## src/rtl/firebird7_in_gate1_tessent_data_mux_ctrl.sv

```systemverilog
// firebird7_in_gate1_tessent_data_mux_ctrl: IJTAG TDR driving gate1 data-mux override select/data with optional auto-release pulse
module firebird7_in_gate1_tessent_data_mux_ctrl #(
   parameter int WIDTH        = 3,
   parameter int PULSE_CYCLES = 16
) (
   input  logic             ijtag_tck,
   input  logic             ijtag_reset,
   input  logic             ijtag_sel,
   input  logic             ijtag_ce,
   input  logic             ijtag_se,
   input  logic             ijtag_ue,
   input  logic             ijtag_si,
   output logic             ijtag_so,
   input  logic [WIDTH-1:0] observe_data_in,
   output logic             ijtag_select,
   output logic [WIDTH-1:0] ijtag_data_out,
   output logic             pulse_active
);
   localparam int L  = WIDTH + 2;
   localparam int CW = $clog2(PULSE_CYCLES + 1);

   logic [L-1:0]     r_sr;
   logic             r_sel;
   logic             r_mode;
   logic [WIDTH-1:0] r_data;
   logic [CW-1:0]    r_cnt;
   logic             w_upd;

   assign w_upd = ijtag_sel & ijtag_ue;

   always_ff @(posedge ijtag_tck) begin
      if (!ijtag_reset) begin
         r_sr   <= '0;
         r_sel  <= 1'b0;
         r_mode <= 1'b0;
         r_data <= '0;
         r_cnt  <= '0;
      end else begin
         if (ijtag_sel & ijtag_ce)
            r_sr <= {observe_data_in, r_mode, r_sel};
         else if (ijtag_sel & ijtag_se)
            r_sr <= {ijtag_si, r_sr[L-1:1]};
         // update consumes the pre-edge sr and retriggers any running pulse
         if (w_upd) begin
            r_data <= r_sr[L-1:2];
            r_mode <= r_sr[1];
            r_sel  <= r_sr[0];
            r_cnt  <= (r_sr[0] & r_sr[1]) ? CW'(PULSE_CYCLES) : '0;
         end else if (r_cnt != '0) begin
            r_cnt <= r_cnt - 1'b1;
            if (r_cnt == CW'(1))
               r_sel <= 1'b0;
         end
      end
   end

   assign ijtag_so       = r_sr[0];
   assign ijtag_select   = r_sel;
   assign ijtag_data_out = r_data;
   assign pulse_active   = (r_cnt != '0);
endmodule

```

## config.mk

```make
export PLATFORM = sky130hd
export DESIGN_NAME = firebird7_in_gate1_tessent_data_mux_ctrl
export DESIGN_NICKNAME = d
export VERILOG_FILES = /design/src/rtl/firebird7_in_gate1_tessent_data_mux_ctrl.sv
export SDC_FILE = /design/constraint.sdc
export NUM_CORES = 1
export LEC_CHECK = 0
export BUFFER_PORTS_ARGS = -buffer_cell sky130_fd_sc_hd__buf_4
export CORE_AREA = 4 4 41 43
export DETAILED_ROUTE_END_ITERATION = 7
export DIE_AREA = 0 0 45 47
export PLACE_DENSITY = 0.78
export SLEW_MARGIN = 10
export SYNTH_ARGS = -nofsm -noshare
export SYNTH_HDL_FRONTEND = slang
export SYNTH_SLANG_ARGS = --single-unit
```

## constraint.sdc

```tcl
create_clock -name ijtag_tck -period 3 [get_ports ijtag_tck]
set_clock_uncertainty 0.1 [all_clocks]
set_input_delay 0.3 -clock ijtag_tck [delete_from_list [all_inputs] [get_ports ijtag_tck]]
set_output_delay 0.3 -clock ijtag_tck [all_outputs]
set_load 0.02 [all_outputs]
```

==> flow_summary.yaml, run 1 <==
global_routing:
  grt_max_degree: 13
  grt.overflow.total: 0
  antenna_violations_before_repair: 0
  grt_first_pass_wirelength_mm: 2.25
  grtUsageTotal_pct: 14.9
  first_global_vias: 552
pwr:
  cell_internal_pwr_uw: 401
  max-vdd-ir-drop_mv: 0.449
  clk_network_pwr_share_pct: 18.2
  power.total_uw: 625
  netSwitchingPower_uw: 224
  power_density_nw_per_um2: 749
  comb_power_share_pct: 40.5
  seq_power_share_pct: 41.4
  netSwitchingFraction_pct: 35.9
  leakage_power_of_the_design_nw: 0.353
sta:
  slew-limit-headroom_pct: 84.3
  finalSetupViolations: 0
  setup_repair_after_global_routing_missed_its_margin: "false"
  maxClockFrequency_mhz: 492
  timing.setup.tns_ns: 0
  timing_hold_violations_final: 0
  timing_max_transition_violations_final: 0
  tightest_slew_ns: 0.236
  period_share_pct: 67.8
  finalCriticalPeriod_ns: 2.03
yosys:
  syn_avg_cell_area_sq_um: 8.73
  synthesis.area_sq_um: 698
  post_synth_main_area_contributors: "sky130_fd_sc_hd__dfxtp_1 (43%), sky130_fd_sc_hd__nand2_1 (5.9%), sky130_fd_sc_hd__mux2i_1 (5.7%), sky130_fd_sc_hd__o21ai_0 (5.0%), sky130_fd_sc_hd__a21boi_0 (4.3%)"
  netlist-cell-type-count: 25
  yosys_top_cell_area_share_pct: 43.0
  sequential_fraction_of_the_synthesis_area_pct: 43.0
  yosys_register_bits: 15
  mappedNetlistNets: 92
  syn-instance-count: 80
  synthDominantAreaCellType: "sky130_fd_sc_hd__dfxtp_1"
  ys.warnings.count: 0
cells_and_area:
  final_net_count: 107
  layout-area-overhead-vs-synth_pct: 19.5
  post_route_cells_drive_above_1_share_pct: 21.3
  mostFrequentLayoutCells: "sky130_fd_sc_hd__dfxtp_1 (15), sky130_fd_sc_hd__buf_4 (15), sky130_fd_sc_hd__nand2_1 (11), sky130_fd_sc_hd__o21ai_0 (7), sky130_fd_sc_hd__a21oi_1 (5)"
  antennaDiodeCount: 0
detailed_routing:
  vias_per_cell: 5.43
  drt_pre_antenna_iters: 5
  vias: 592
  drt.antenna.violating_nets: 0
  routed_wl_mm: 1.35
  drt_iter0_markers: 17
  drc_errors: 0
  wl_per_cell_um: 12.4
floorplanning:
  floorplan.die_area_sq_um: 2120
  rows: 13
  die_w_um: 45
  top_level_ports: 16
  start_util_pct: 53.7
  die_height_um: 47
  core_area_sq_um: 1300
clocking:
  root_buffer: "sky130_fd_sc_hd__clkbuf_4"
  ctsResizeCount: 0
  worst_skew_pair.late_latency_ns: 0.28
  tritoncts_num_sinks: 15
  cts_setup_buffers: 0
  inserted_clock_buffers: 3
  cts_max_level: 1
  cts-hold-fix-buffers: 0
  cts_tree: "built"
  cts.path.max_buffers: 2
  path_clk_slew_ns: 0.09
worst_setup_path:
  worstPathRequired_ns: 2.60
  endpoint_kind: "output pin"
  timing.critical_path.from_type: "register"
  setup.worst_path.class: "register to output pin"
  cp_cell_sequence: "inv_1 -> ha_1 -> or4b_1 -> buf_4"
  max_stage_delay_ns: 0.55
  cp_slowest_cell: "sky130_fd_sc_hd__or4b_1"
  worst-path-max-fanout: 5
  critPathArrivalTime_ns: 1.63
placement:
  count_of_input_and_output_buffers: 15
  globalplace.congestion: 0.840
  place_hpwl_mm: 1.02
run:
  cap_viol_max_count: 0
outcome:
  outcome: "finished, final reports clean"
min_path:
  holdCritPathClass: "input port to register"
-- flip-flops by register name (all words and copies together), names as in the netlist --
name and cells:
ijtag_select 1, r_mode 1, r_sr 5, r_cnt 5
ijtag_data_out 3
-- cells in the mapped netlist --
master	n
sky130_fd_sc_hd__clkbuf_1	3
sky130_fd_sc_hd__o21ai_0	7
sky130_fd_sc_hd__a21boi_0	4
sky130_fd_sc_hd__nor2_1	3
sky130_fd_sc_hd__inv_1	4
sky130_fd_sc_hd__a311o_1	1
sky130_fd_sc_hd__a21o_1	1
sky130_fd_sc_hd__mux2_2	1
sky130_fd_sc_hd__a21oi_1	5
sky130_fd_sc_hd__a211oi_2	1
sky130_fd_sc_hd__buf_2	2
sky130_fd_sc_hd__and2_1	1
sky130_fd_sc_hd__xnor2_1	2
sky130_fd_sc_hd__nand4_1	1
sky130_fd_sc_hd__dfxtp_1	15
sky130_fd_sc_hd__nor3b_1	2
sky130_fd_sc_hd__nand2b_1	4
sky130_fd_sc_hd__o31ai_1	1
sky130_fd_sc_hd__ha_1	2
sky130_fd_sc_hd__nand2_1	11
sky130_fd_sc_hd__nor3_1	2
sky130_fd_sc_hd__a21boi_1	1
sky130_fd_sc_hd__o21a_1	1
sky130_fd_sc_hd__mux2i_1	4
sky130_fd_sc_hd__or4b_1	1
-- power groups by stage --
stage / logic [mW] / clock network (mW) / registers, mW
final: 0.253 / 0.114 / 0.259
after detailed placement: 0.255 / 0 / 0.262
after global placement: 0.249 / 0 / 0.261
after CTS: 0.257 / 0.118 / 0.258
after global routing: 0.284 / 0.127 / 0.263
after floorplan: 0.200 / 0 / 0.259
-- worst max-delay path: cells and delay by family, from the launching register on --
kind,cells,cell delay (ns)
DFF,1,0.35
buffers and inverters,2,0.28
and+or+nand+nor,1,0.55
adders and majority gates,1,0.18
-- through the flow --
step | utilization [%] | setup slack [ns] | std cells | cell area [sq um] | hold WS (ns)
final | 64.1 | 0.967 | 109 | 835 | 0.148
after global routing | 64.1 | 0.847 | 109 | 835 | 0.146
after CTS | 64.1 | 0.952 | 109 | 835 | 0.136
after detailed placement | 62.1 | 1.27 | 105 | 808 | 0.368
after global placement | 62.1 | 1.30 | 105 | 808 | 0.353
after floorplan | - | 1.46 | 80 | 698 | 0.343
-- logic make-up after synthesis --
logic type	after synthesis	synth area share [%]
flops	15	43.0
buf+inv	9	5.20
simple gates	25	17.9
fa+ha+maj	2	3.58
mux	5	7.35
xor+xnor	2	2.51
compound gates	22	20.4
-- path summary, 6_finish.rpt --
check                         start                end  slack, ns  cells after the start
hold / removal            ijtag_sel            r_sr[2]       0.15                      2
setup / recovery           r_cnt[0]       pulse_active       0.97                      4
setup reg to reg           r_cnt[0]           r_cnt[0]       1.41                      5
hold reg to reg   ijtag_data_out[2]  ijtag_data_out[2]       0.37                      2
-- per-layer routing --
metal / vias up / wire [um] / GRT usage [%]
li1: 300 / - / -
met1: 273 / 654 / 18.3
met2: 15 / 598 / 23.7
met3: 4 / 79 / 3.45
met4: 0 / 19 / 8.77
met5: - / 0 / 0
-- cell type report --
| type | count | area, sq um |
|---|---|---|
| clock buffer | 4 | 26.3 |
| sequential | 15 | 300 |
| multi-input combinational | 56 | 362 |
| fill | 110 | 467 |
| inverter | 4 | 15.0 |
| tap | 15 | 18.8 |
| timing repair buffer | 15 | 113 |
No activity file was read; power rests on OpenSTA's default activity.
==> inputs of run 2 (changes only) <==
CORE_AREA = not set   (was 4 4 41 43)
CORE_MARGIN = 4   (was not set)
CORE_UTILIZATION = 50   (was not set)
DIE_AREA = not set   (was 0 0 45 47)
PLACE_DENSITY = 0.75   (was 0.78)
clock period = 2.1 ns   (was 3 ns; I/O delays follow)
==> run 2 against run 1 <==
Against the previous run:
- non-clock buffer count unchanged
- sequential power up 43%
- die area down 2.7%
- utilization unchanged
- routed wire length up 2.1%
- clock power up 38%
- hold slack worse by 0.085 ns
- critical path depth unchanged
- global-route usage up 0.66 points
- total power up 42%
- sequential cell count unchanged
==> flow_summary.yaml, run 2 (same netlist as run 1, synthesis figures left out) <==
outcome:
  outcome: "finished, final reports clean"
sta:
  tightest_slew_ns: 0.239
  finalWorstSetupSlack_ns: 0.147
  setup_repair_after_global_routing_missed_its_margin: "false"
  worst_hold_slack_ns: 0.0628
  timing_max_transition_violations_final: 0
  period_share_pct: 93.0
  finalSetupViolations: 0
  finalCriticalPeriod_ns: 1.95
  timing_hold_violations_final: 0
  maxClockFrequency_mhz: 512
  slew-limit-headroom_pct: 84.1
  timing.setup.tns_ns: 0
pwr:
  power_density_nw_per_um2: 1060
  netSwitchingFraction_pct: 35.4
  leakage_power_of_the_design_nw: 0.353
  clk_network_pwr_share_pct: 17.7
  netSwitchingPower_uw: 315
  seq_power_share_pct: 41.7
  comb_power_share_pct: 40.7
  max-vdd-ir-drop_mv: 1.02
  power.total_uw: 888
  cell_internal_pwr_uw: 573
global_routing:
  grt_max_degree: 13
  grtUsageTotal_pct: 15.5
  grt.overflow.total: 0
  first_global_vias: 559
  grt_first_pass_wirelength_mm: 2.35
  antenna_violations_before_repair: 0
run:
  cap_viol_max_count: 0
detailed_routing:
  vias_per_cell: 5.27
  drc_errors: 0
  wl_per_cell_um: 12.7
  routed_wl_mm: 1.38
  drt_iter0_markers: 5
  drt.antenna.violating_nets: 0
  drt_pre_antenna_iters: 4
  vias: 574
clocking:
  path_clk_slew_ns: 0.09
  cts-hold-fix-buffers: 0
  tritoncts_num_sinks: 15
  root_buffer: "sky130_fd_sc_hd__clkbuf_4"
  cts_setup_buffers: 0
  cts.path.max_buffers: 2
  ctsResizeCount: 0
  cts_max_level: 1
  cts_tree: "built"
  worst_skew_pair.late_latency_ns: 0.27
  inserted_clock_buffers: 3
placement:
  preCtsSetupSlack_ns: 0.453
  globalplace.congestion: 0.724
  count_of_input_and_output_buffers: 15
  place_hpwl_mm: 1.05
floorplanning:
  start_util_pct: 53.7
  top_level_ports: 16
  rows: 13
  die_w_um: 45.4
  floorplan.die_area_sq_um: 2060
  core_area_sq_um: 1300
  die_height_um: 45.4
cells_and_area:
  area.sequential_sq_um: 300
  area_occupied_by_multi_input_gates_sq_um: 362
  layout-area-overhead-vs-synth_pct: 19.5
  number_of_filler_instances_in_the_final_layout: 138
  post_route_cells_drive_above_1_share_pct: 21.3
  antennaDiodeCount: 0
  final_net_count: 107
  mostFrequentLayoutCells: "sky130_fd_sc_hd__dfxtp_1 (15), sky130_fd_sc_hd__buf_4 (15), sky130_fd_sc_hd__nand2_1 (11), sky130_fd_sc_hd__o21ai_0 (7), sky130_fd_sc_hd__a21oi_1 (5)"
min_path:
  holdCritPathClass: "input port to register"
worst_setup_path:
  worstPathRequired_ns: 1.79
  setup.worst_path.class: "register to output pin"
  worst-path-max-fanout: 5
  critPathArrivalTime_ns: 1.64
  timing.critical_path.from_type: "register"
  endpoint_kind: "output pin"
## run 2: layout make-up
class	instances	area share, %
Tap cell	15	2.25
Clock buffer	4	3.15
Timing Repair Buffer	15	13.5
Inverter	4	1.80
Sequential cell	15	36.0
Multi-Input combinational cell	56	43.3
## run 2: stage by stage
| stage | std cells | util, % | instance area (sq um) |
|---|---|---|---|
| floorplan | 80 | - | 698 |
| global placement | 105 | 62.1 | 808 |
| CTS | 109 | 64.1 | 835 |
| finish | 109 | 64.1 | 835 |
| detailed placement | 105 | 62.1 | 808 |
| global route | 109 | 64.1 | 835 |
## run 2: routing by layer
metal	vias up	part of all wire [%]	track usage, %	wire [um]
li1	300	-	-	-
met4	0	0.94	5.26	13
met2	11	49	28.0	678
met5	-	0	0	0
met3	2	4.6	2.39	63
met1	261	45	18.4	623
## run 2: power by group through the flow
stage | combinational, mW | clock, mW | sequential, mW
finish | 0.361 | 0.157 | 0.370
global route | 0.403 | 0.179 | 0.379
CTS | 0.366 | 0.160 | 0.371
detailed placement | 0.362 | 0 | 0.378
global placement | 0.355 | 0 | 0.373
floorplan | 0.285 | 0 | 0.370
## run 2: critical path, stage by stage (launching register included)
cell and delay (ns):
sky130_fd_sc_hd__dfxtp_1 0.35, sky130_fd_sc_hd__inv_1 0.07, sky130_fd_sc_hd__ha_1 0.19, sky130_fd_sc_hd__or4b_1 0.55
sky130_fd_sc_hd__buf_4 0.21
## run 2: worst paths after layout
| kind | from | endpoint | slack [ns] | cells past startpoint |
|---|---|---|---|---|
| min reg2reg | ijtag_data_out[1] | ijtag_data_out[1] | 0.37 | 2 |
| max | r_cnt[0] | pulse_active | 0.15 | 4 |
| min | ijtag_sel | r_sr[2] | 0.06 | 2 |
| max reg2reg | r_cnt[0] | r_cnt[0] | 0.49 | 5 |
==> inputs of run 3 (changes only) <==
CELL_PAD_IN_SITES_DETAIL_PLACEMENT = 0   (was not set)
CELL_PAD_IN_SITES_GLOBAL_PLACEMENT = 1   (was not set)
CORE_UTILIZATION = 37   (was 50)
CTS_CLUSTER_DIAMETER = 120   (was not set)
PLACE_DENSITY = not set   (was 0.75)
PLACE_DENSITY_LB_ADDON = 0.1   (was not set)
==> run 3 against run 2 <==
Against the previous run:
- cell count grew 9.2%
- sequential power is essentially flat
- routed wire length grew 3.4%
- hold slack lost 0.011 ns
- sequential share of layout area shrank 0.58 points
- clock power grew 4%
- largest power group is now combinational cells
- non-clock buffer count is the same
- first-iteration DRC count grew 140%
- cell area grew 1.6%
- total power grew 2.1%
==> flow_summary.yaml, run 3 (same netlist as run 1, synthesis figures left out) <==
cells_and_area:
  antennaDiodeCount: 0
  layout-area-overhead-vs-synth_pct: 21.5
  post_route_cells_drive_above_1_share_pct: 22.3
  number_of_filler_instances_in_the_final_layout: 192
  mostFrequentLayoutCells: "sky130_fd_sc_hd__dfxtp_1 (15), sky130_fd_sc_hd__buf_4 (15), sky130_fd_sc_hd__nand2_1 (11), sky130_fd_sc_hd__o21ai_0 (7), sky130_fd_sc_hd__a21oi_1 (5)"
  final_net_count: 107
sta:
  finalCriticalPeriod_ns: 2.00
  timing.setup.tns_ns: 0
  tightest_slew_ns: 0.251
  finalWorstSetupSlack_ns: 0.102
  slew-limit-headroom_pct: 83.2
  setup_repair_after_global_routing_missed_its_margin: "false"
  maxClockFrequency_mhz: 501
  finalSetupViolations: 0
  period_share_pct: 95.1
  timing_hold_violations_final: 0
  timing_max_transition_violations_final: 0
worst_setup_path:
  setup.worst_path.class: "register to output pin"
  worst-path-max-fanout: 5
  timing.critical_path.from_type: "register"
  worstPathRequired_ns: 1.79
  endpoint_kind: "output pin"
  critPathArrivalTime_ns: 1.69
clocking:
  ctsResizeCount: 0
  root_buffer: "sky130_fd_sc_hd__clkbuf_4"
  cts.path.max_buffers: 2
  cts-hold-fix-buffers: 0
  tritoncts_num_sinks: 15
  cts_setup_buffers: 0
  cts_tree: "built"
  cts_max_level: 1
  inserted_clock_buffers: 3
  path_clk_slew_ns: 0.10
  worst_skew_pair.late_latency_ns: 0.28
placement:
  preCtsSetupSlack_ns: 0.433
  count_of_input_and_output_buffers: 15
  globalplace.congestion: 0.753
  place_hpwl_mm: 1.05
global_routing:
  grt_first_pass_wirelength_mm: 2.37
  grt_max_degree: 13
  grtUsageTotal_pct: 12.0
  antenna_violations_before_repair: 0
  first_global_vias: 531
  grt.overflow.total: 0
floorplanning:
  die_height_um: 51.4
  top_level_ports: 16
  floorplan.die_area_sq_um: 2650
  core_area_sq_um: 1760
  die_w_um: 51.4
  start_util_pct: 39.6
  rows: 15
run:
  cap_viol_max_count: 0
detailed_routing:
  drt_pre_antenna_iters: 4
  top_layer_used: "met3"
  route.met3.wl_um: 61
  drt_iter0_markers: 12
  drc_errors: 0
  routed-wl-met2_um: 563
  routed_wl_mm: 1.43
  drt.antenna.violating_nets: 0
  wl_per_cell_um: 12.0
  vias_per_cell: 4.58
  wl_met1_um: 801
  vias: 545
pwr:
  leakage_power_of_the_design_nw: 0.355
  power_density_nw_per_um2: 1070
  max-vdd-ir-drop_mv: 0.739
min_path:
  holdCritPathClass: "input port to register"
outcome:
  outcome: "finished, final reports clean"
[run 3: per-stage QoR]
step / hold slack (ns) / utilization [%] / instance area (sq um) / instances / power (mW)
floorplan: 0.264 / - / 698 / 80 / 0.655
global placement: 0.354 / 46.5 / 821 / 115 / 0.735
detailed placement: 0.357 / 46.5 / 821 / 115 / 0.743
CTS: 0.0403 / 48.1 / 848 / 119 / 0.918
global route: 0.0488 / 48.1 / 848 / 119 / 0.980
finish: 0.0518 / 48.1 / 848 / 119 / 0.907
[run 3: worst max-delay path: stages (launching register included)]
cell,delay [ns]
sky130_fd_sc_hd__dfxtp_1,0.36
sky130_fd_sc_hd__inv_1,0.07
sky130_fd_sc_hd__ha_1,0.19
sky130_fd_sc_hd__or4b_1,0.57
sky130_fd_sc_hd__buf_4,0.22
[run 3: layout make-up]
class	instances	area, sq um	share of cell area (%)
sequential	15	300	35.4
inverter	4	15.0	1.77
clock buffer	3	22.5	2.65
multi-input combinational	56	362	42.6
tap	25	31.3	3.69
clock inverter	1	5.00	0.590
timing repair buffer	15	113	13.3
[run 3: worst paths after layout]
kind	depth (start not counted)	from	endpoint	slack [ns]
setup / recovery	4	r_cnt[0]	pulse_active	0.10
setup reg to reg	5	r_cnt[0]	r_cnt[0]	0.45
hold reg to reg	2	ijtag_data_out[1]	ijtag_data_out[1]	0.37
hold / removal	2	ijtag_sel	r_sr[4]	0.05
[run 3: per-layer routing]
| metal | up-vias | track usage [%] |
|---|---|---|
| li1 | 300 | - |
| met1 | 236 | 18.2 |
| met2 | 9 | 15.9 |
| met3 | 0 | 3.50 |
| met4 | 0 | 3.93 |
| met5 | - | 0 |
[run 3: report_power, final]
part	switching [mW]	leakage (nW)	total (mW)	internal, mW
combinational	0.199	0.215	0.372	0.173
clock	0.0930	0.0177	0.164	0.0706
sequential	0.0438	0.123	0.371	0.327
total	0.336	0.355	0.907	0.571
